## src/rtl/dc_block_pkg.sv

```systemverilog
// Shared helpers for the moving-average DC blocker: accumulator width,
// window length and output saturation.
package dc_block_pkg;

    localparam int MAX_W = 64;

    function automatic int acc_w(input int width, input int log2_n);
        return width + log2_n;
    endfunction

    function automatic int win_len(input int log2_n);
        return 1 << log2_n;
    endfunction

    // Clamp a sign-extended value to the signed range of 'width' bits.
    function automatic logic signed [MAX_W-1:0] sat(input logic signed [MAX_W-1:0] v,
                                                    input int width);
        logic signed [MAX_W-1:0] hi;
        logic signed [MAX_W-1:0] lo;
        hi = (64'sd1 <<< (width - 1)) - 64'sd1;
        lo = -(64'sd1 <<< (width - 1));
        if (v > hi) return hi;
        else if (v < lo) return lo;
        else return v;
    endfunction

endpackage

```

## src/rtl/dc_block_lane.sv

```systemverilog
// One lane: ring buffer with read-before-write, running sum, and the
// floor-mean subtraction with saturation.
module dc_block_lane
    import dc_block_pkg::*;
#(
    parameter int WIDTH  = 16,
    parameter int LOG2_N = 7
) (
    input  logic                     clk,
    input  logic                     rst,
    input  logic                     clear,
    input  logic                     wr_en,
    input  logic [LOG2_N-1:0]        wp,
    input  logic signed [WIDTH-1:0]  x,
    input  logic                     s1_valid,
    input  logic                     s1_full,
    output logic signed [WIDTH-1:0]  x_s1,
    output logic signed [WIDTH-1:0]  y
);
    localparam int ACC_W = acc_w(WIDTH, LOG2_N);
    localparam int N     = win_len(LOG2_N);

    logic signed [WIDTH-1:0] mem [N];
    logic signed [WIDTH-1:0] rd_q;
    logic signed [ACC_W-1:0] sum;
    logic signed [ACC_W-1:0] sum_new;
    logic signed [WIDTH-1:0] oldest;
    logic signed [WIDTH-1:0] mean;
    logic signed [WIDTH:0]   diff;

    // The read returns the word being overwritten: that is the evicted sample.
    always_ff @(posedge clk) begin
        if (wr_en) begin
            mem[wp] <= x;
            rd_q    <= mem[wp];
            x_s1    <= x;
        end
    end

    always_comb begin
        oldest  = s1_full ? rd_q : '0;
        sum_new = sum + ACC_W'(x_s1) - ACC_W'(oldest);
        mean    = WIDTH'(sum_new >>> LOG2_N);
        diff    = (WIDTH+1)'(x_s1) - (WIDTH+1)'(mean);
        y       = WIDTH'(sat(64'(diff), WIDTH));
    end

    always_ff @(posedge clk) begin
        if (rst || clear) begin
            sum <= '0;
        end else if (s1_valid) begin
            sum <= sum_new;
        end
    end

endmodule

```

## src/rtl/dc_block_ma.sv

```systemverilog
// Multi-lane moving-average DC blocker: shared write pointer, fill counter,
// two-stage valid pipeline, clear/reset distribution and bypass mux.
module dc_block_ma
    import dc_block_pkg::*;
#(
    parameter int WIDTH    = 16,
    parameter int LOG2_N   = 7,
    parameter int CHANNELS = 2
) (
    input  logic                      clk,
    input  logic                      rst,
    input  logic                      valid_i,
    input  logic [CHANNELS*WIDTH-1:0] data_i,
    input  logic                      clear_i,
    input  logic                      bypass_i,
    output logic                      valid_o,
    output logic [CHANNELS*WIDTH-1:0] data_o,
    output logic                      primed_o
);
    localparam int N = win_len(LOG2_N);
    localparam logic [LOG2_N:0] N_FILL = (LOG2_N+1)'(N);

    logic [LOG2_N-1:0]         wp;
    logic [LOG2_N:0]           fill;
    logic                      accept;
    logic                      s1_valid;
    logic                      s1_full;
    logic                      s1_primed;
    logic                      s1_byp;
    logic [CHANNELS*WIDTH-1:0] data_d;

    assign accept = valid_i && !clear_i && !rst;

    always_ff @(posedge clk) begin
        if (rst || clear_i) begin
            wp        <= '0;
            fill      <= '0;
            s1_valid  <= 1'b0;
            s1_full   <= 1'b0;
            s1_primed <= 1'b0;
            s1_byp    <= 1'b0;
        end else begin
            s1_valid <= valid_i;
            if (valid_i) begin
                wp        <= wp + 1'b1;
                fill      <= (fill == N_FILL) ? fill : fill + 1'b1;
                s1_full   <= (fill == N_FILL);
                s1_primed <= (fill == N_FILL) || (fill == N_FILL - 1'b1);
                s1_byp    <= bypass_i;
            end
        end
    end

    for (genvar k = 0; k < CHANNELS; k++) begin : g_lane
        logic signed [WIDTH-1:0] x_s1;
        logic signed [WIDTH-1:0] y;

        dc_block_lane #(.WIDTH(WIDTH), .LOG2_N(LOG2_N)) u_lane (
            .clk      (clk),
            .rst      (rst),
            .clear    (clear_i),
            .wr_en    (accept),
            .wp       (wp),
            .x        (data_i[k*WIDTH +: WIDTH]),
            .s1_valid (s1_valid),
            .s1_full  (s1_full),
            .x_s1     (x_s1),
            .y        (y)
        );

        assign data_d[k*WIDTH +: WIDTH] = s1_byp ? x_s1 : y;
    end

    // Clear drops the in-flight sample but leaves data_o holding its last value.
    always_ff @(posedge clk) begin
        if (rst) begin
            valid_o  <= 1'b0;
            data_o   <= '0;
            primed_o <= 1'b0;
        end else if (clear_i) begin
            valid_o  <= 1'b0;
            primed_o <= 1'b0;
        end else begin
            valid_o <= s1_valid;
            if (s1_valid) begin
                data_o   <= data_d;
                primed_o <= s1_primed;
            end
        end
    end

endmodule

```

## config.mk

```make
export PLATFORM = sky130hd
export DESIGN_NAME = dc_block_ma
export DESIGN_NICKNAME = d
export VERILOG_FILES = /design/src/rtl/dc_block_pkg.sv /design/src/rtl/dc_block_lane.sv /design/src/rtl/dc_block_ma.sv
export SDC_FILE = /design/constraint.sdc
export NUM_CORES = 2
export LEC_CHECK = 0
export CAP_MARGIN = 10
export CORE_MARGIN = 2
export CORE_UTILIZATION = 40
export CTS_BUF_LIST = sky130_fd_sc_hd__clkbuf_4 sky130_fd_sc_hd__clkbuf_8 sky130_fd_sc_hd__clkbuf_16
export DETAILED_ROUTE_END_ITERATION = 16
export SYNTH_ARGS = -nofsm -noshare
export SYNTH_HDL_FRONTEND = slang
export SYNTH_SLANG_ARGS = --single-unit
```

## constraint.sdc

```tcl
create_clock -name clk -period 11.2 [get_ports clk]
set_input_delay 2.24 -clock clk [delete_from_list [all_inputs] [get_ports clk]]
set_output_delay 2.24 -clock clk [all_outputs]
set_load 0.05 [all_outputs]
```

# Word level (Yosys, flattened, before mapping)
# Memories as Yosys holds them, arrays and structs flattened. A register that Yosys moved wholly into a read port is not among the register bits.
# Cells that the tools add are included.
# totals
input_bits	37
n_memories	2
elab_cells	50
mem_bits_rw	4096
regBits	131
# classes
muxes	10
eq_ne	2
reduce_logical	9
n_addsub	8
magnitude_cmp	4
bitwise	2
# memory_table
memory	words	word_bits	read_ports	rd_ports_with_merged_regs	wr	line_no	rtl
g_lane[0].u_lane.mem	128	16	1	1	1	dc_block_lane.sv:23	logic signed [WIDTH-1:0] mem [N];
g_lane[1].u_lane.mem	128	16	1	1	1	dc_block_lane.sv:23	
# ops
cell	n
two-way mux 16 bit	8
adder 23 x 16 -> 23 bit	2
subtractor 23 x 16 -> 23 bit	2
greater-than comparator 17 x 16 -> 1 bit (second input constant)	2
< comparator 17 x 16 -> 1 bit (second input constant)	2
subtractor 16 x 16 -> 17 bit	2
adder 8 x 1 -> 8 bit (second input constant)	1
== test 8 x 7 -> 1 bit (second input constant)	1
== test 8 bit (second input constant)	1
adder 7 x 1 -> 7 bit (second input constant)	1
AND reduction 2 bit	2
logical AND 1 bit	2
zero test 1 bit	2
logical OR 1 bit	2
two-way mux 1 bit	2
inverter 1 bit	2
OR reduction 2 bit	1

# Longest topological paths before layout
# depth
word_depth	7
depth_mapped	31

# By module
# Synthesis repeated with hierarchy kept, for this count alone.
# unflattened
cells_unflattened	9268
hier_area_um2	160575.3
# by_module_without_submodules
mod	cells_each	n_inst	seq_area_each_um2	area_per_inst_um2
dc_block_lane at g_lane[0].u_lane	4523	1	62920.3	79218.5
dc_block_lane at g_lane[1].u_lane	4501	1	62920.3	79057.1
dc_block_ma	244	1	1061.0	2299.7

# Worst setup path after synthesis
# Ideal clock, no wire load.
# synth_timing
path_type	input port to flip-flop
startpoint	input port clear_i
endpoint	memory g_lane[0].u_lane.mem[0][0], enable pin
t_arrival_ns	6.711
required_ns	10.779
setup_ns	0.421
path_stages	6
slack_ns	4.068
path_buffers	2
path_cell_list	nor2_1 and2_1 clkbuf_1 nand2_1 clkbuf_1 nor2_1
# synth_via
elab_chain_len	5
# synth_rtl
item	line_no	rtl
from (decl)	dc_block_ma.sv:14	input logic clear_i,
zero test 1 bit	dc_block_ma.sv:32	assign accept = valid_i && !clear_i && !rst;
logical AND 1 bit (2 in a row)	dc_block_ma.sv:32	
net accept	dc_block_ma.sv:25	logic accept;
two-way mux 1 bit	dc_block_lane.sv:33	if (wr_en) begin
two-way mux 1 bit (implied by the code)	dc_block_lane.sv:34	mem[wp] <= x;
to (decl)	dc_block_lane.sv:23	
# The timed path passes the listed nets, and every way through them passes these cells.

# Final worst setup path
# layout_timing
startpoint	register s1_full
endpoint	register data_o[4]
# layout_via
elab_chain_len	7
# layout_rtl
item	line_no	rtl
from (decl)	dc_block_ma.sv:27	logic s1_full;
from (signal assigned)	dc_block_ma.sv:47	s1_full <= (fill == N_FILL);
two-way mux 16 bit *	dc_block_lane.sv:41	oldest = s1_full ? rd_q : '0;
subtractor 23 x 16 -> 23 bit *	dc_block_lane.sv:42	sum_new = sum + ACC_W'(x_s1) - ACC_W'(oldest);
subtractor 16 x 16 -> 17 bit *	dc_block_lane.sv:44	diff = (WIDTH+1)'(x_s1) - (WIDTH+1)'(mean);
< comparator 17 x 16 -> 1 bit	dc_block_pkg.sv:23	else if (v < lo) return lo;
two-way mux 16 bit	dc_block_pkg.sv:23	
two-way mux 16 bit *	dc_block_pkg.sv:22	if (v > hi) return hi;
two-way mux 16 bit *	dc_block_ma.sv:71	assign data_d[k*WIDTH +: WIDTH] = s1_byp ? x_s1 : y;
to (signal assigned)	dc_block_ma.sv:86	data_o <= data_d;
to (decl)	dc_block_ma.sv:17	output logic [CHANNELS*WIDTH-1:0] data_o,
# Every way passes the cells marked *; elsewhere a longest branch is shown, timed or not.
# A chain may end at the register's enable or synchronous reset.

==> results.tsv <==
stage	metric	value	unit
grt	gr-usage-met1	34.6	%
routing	dr.pass1.iters	6	
synth	synth.yosys.seq_area_share	79.8	%
power	peakVddDrop	148	uV
placed_design	port_buffers	70	
timing	maxSlewHeadroom	6.17	%
setup_path	end_kind	flip-flop	
timing	fin_crit	7.05	ns
setup_path	cp_max_fo	33	
layout	nNetsFinal	9354	
layout	layout-drive-gt1-share	12.6	%
grt	grt_pass1_vias	87600	
routing	wl_per_cell	34.3	um
min_path	hold_class	reg2reg	
synth	syn_inst	9011	
clock_network	htreeDepth	5	
clock_network	cts_resized	0	
setup_path	cp-startpoint	s1_full$_SDFFE_PP0P_	
power	power.leakage	0.0556	uW
setup_path	timing.rr.start	s1_full$_SDFFE_PP0P_	
clock_network	cts.sinks	4259	
die	rows	231	
timing	fmax	142	MHz
clock_network	cts_tree	done	
timing	slew_violations	0	
layout	seqCellArea	127000	um^2
die	pin_count	71	
routing	vias_per_cell	6.32	
setup_path	startpoint_type	flip-flop	
timing	fin_crit_sh	63.0	%
grt	grt_use_met2	37.1	%
synth	synth-edff-count	4160	
setup_path	worstPathArrival	7.89	ns
synth	syn_area_per_cell	17.7	um^2
synth	ys_ff_latch	4259	
clock_network	root_buffer	clkbuf_16	
routing	routed_wl	510000	um
die	core_area	396000	um^2
min_path	hold_start	data_o[10]$_SDFFE_PP0P_	
setup_path	crit_required	12.04	ns
grt	grt_pass1_wl	704000	um
timing	fin_worst_skew	0.0818	ns
layout	instances_no_fill	14800	
timing	setup_viol	0	
layout	syn_to_final_growth	14.1	%
synth	synth_nets	9161	
synth	ys.warnings.count	0	
setup_path	cpMostUsedCell	nor3_1	
die	fp.dieW	635	um
setup_path	slowest_delay	0.62	ns
die	initial_core_util	40.2	%
synth	syn_area	159000	um^2
setup_path	slowest_stage	a22oi_1	
clock_network	cts_setup_buffers	0	
synth	async_flop_share	0	%
grt	track_usage	24.7	%
layout	fillers	33200	
routing	drcViolationCount	0	
layout	final_core_util	45.8	%
die	die_h	635	um
power	powerDensity	183	nW/um^2
outcome	outcome	finished, violations left	
setup_path	crit_type	reg2reg	
placed_design	routabilityCongestion	0.918	
timing	fin_hold_ws	0.461	ns
grt	antenna_found_initial	67	
grt	grt_overflow	0	
run	cap_violations	0	
routing	drt-initial-drc-count	15200	
grt	grt_busiest_layer	met2	
grt	grt.met3_usage	5.61	%
timing	setup_tns	0	ns
placed_design	dp.cells	14000	
routing	dr_total_vias	93800	
timing	rsz0062_at_grt	false	
synth	synthFlopType	edfxtp_1	
clock_network	clock_latency	1.02	ns
routing	ant_nets	1	
clock_network	cts_buffers	417	
setup_path	worstPathCellList	buf_4, and2_1, fa_1, inv_1, ha_1, a211oi_1, o21ai_1, a22oi_1, nand2_1, xnor2_1, ha_1, or2_2, nor3_1, nor3_1, maj3_1, maj3_1, a311oi_1, nor4_1, mux2i_1, nor3_1, buf_4, nor2_1, o21ai_0, a32o_1	
timing	hold_viol	0	
clock_network	clk_pin_slew_worst_paths	0.07	ns
timing	tightest_slew	1.39	ns
placed_design	place_hpwl	295000	um
layout	multi_input_area	30400	um^2
die	fp.dieArea	403000	um^2
timing	worst_slack	4.15	ns
grt	grt_max_degree	91	
clock_network	clockBufferDepth	4	
outcome	violations	antenna rules	
clock_network	cts_hold_buf	0	
placed_design	pre_cts_ws	4.22	ns
synth	synth.distinct_cells	86	
[worst max-delay path: cells and delay by family (launching register included)]
kind	cells	cell delay [ns]
AO/OA/AOI/OAI	6	2.10
XOR/XNOR	1	0.22
adder cells (fa/ha/maj)	5	1.74
buffers and inverters	3	0.59
flip-flops	1	0.32
multiplexers	1	0.24
AND/OR/NAND/NOR	8	1.68
[path summary, 6_finish.rpt]
check | endpoint | depth (start not counted) | slack, ns
hold / removal | data_o[10]$_SDFFE_PP0P_ | 1 | 0.46
setup / recovery | data_o[4]$_SDFFE_PP0P_ | 24 | 4.15
hold reg to reg | data_o[10]$_SDFFE_PP0P_ | 1 | 0.46
setup reg to reg | data_o[4]$_SDFFE_PP0P_ | 24 | 4.15
[cell families after synthesis]
kind of cell               count (synthesis)  share of synthesized area, %
xor gates and xnor gates                  82                         0.465
and+or+nand+nor                          878                          2.87
DFF                                     4259                          79.8
buffers and inverters                    781                          1.86
adders and majority gates                121                          1.16
AOI/OAI and AO/OA                       2850                          13.6
muxes                                     40                         0.269
[registers in the layout (all words and copies together) (netlist names), 7 cells and up]
register and cells:
data_o 32, fill 8, g_lane.u_lane.mem 4096, g_lane.u_lane.rd_q 32
g_lane.u_lane.sum 46, g_lane.u_lane.x_s1 32, wp 7
[where the power goes]
part	internal (uW)	switching (uW)
registers	17500	16.8
clock network	8080	6050
logic	449	1150
total	26000	7210
[cell usage in the layout, fill, tap and decap left out, drive strengths merged, types with 42 or more instances in the layout]
master	count
nand2	110
nor2	234
a22o	406
inv	198
nand4	211
a22oi	1257
a221oi	407
o21ai	119
nor3	59
a31oi	287
ha	67
and2	54
edfxtp	4160
bufinv	43
clkinv	211
nor4	49
nand3	55
buf	329
diode	42
xnor2	52
clkbuf	491
o211ai	63
dfxtp	99
a21oi	139
fa	46
[per-stage QoR]
step	power [uW]	area [um^2]
floorplan	18700	159000
global route	34000	181000
detailed placement	19400	168000
finish	33300	182000
global placement	19400	168000
CTS	33300	181000
[cell type report]
class                      instances  area share [%]
sequential                      4259            69.9
tap                             5242            3.61
clock inverter                   284            1.45
multi-input combinational       3971            16.7
antenna                           42          0.0579
timing repair buffer             368            1.73
clock buffer                     490            6.12
inverter                         187           0.387
[metal layers]
metal | wire (um) | vias to the layer above
met5 | 131 | -
li1 | - | 38300
met3 | 60500 | 900
met1 | 197000 | 48600
met4 | 24800 | 20
met2 | 227000 | 6045
[Yosys cell counts (18+ instances only)]
master	count	area share [%]
dfxtp_1	99	1.2
nor2_1	234	0.55
nor4_1	49	0.19
a211oi_1	24	0.11
xnor2_1	51	0.28
a21o_1	27	0.13
o21ai_0	104	0.33
edfxtp_1	4160	79
clkbuf_1	435	1.0
fa_1	46	0.58
mux2i_1	36	0.23
a31oi_1	287	1.1
xor2_1	29	0.16
inv_1	186	0.44
a221oi_1	407	2.2
nand2b_1	18	0.071
a22o_1	406	2.2
nand2_1	110	0.26
buf_1	153	0.36
and2_1	54	0.21
o211ai_1	63	0.30
a21oi_1	129	0.41
nand3_1	55	0.17
ha_1	67	0.53
nand4_1	211	0.83
nor3_1	58	0.18
a22oi_1	1256	5.9
No activity file was read; power rests on OpenSTA's default activity.
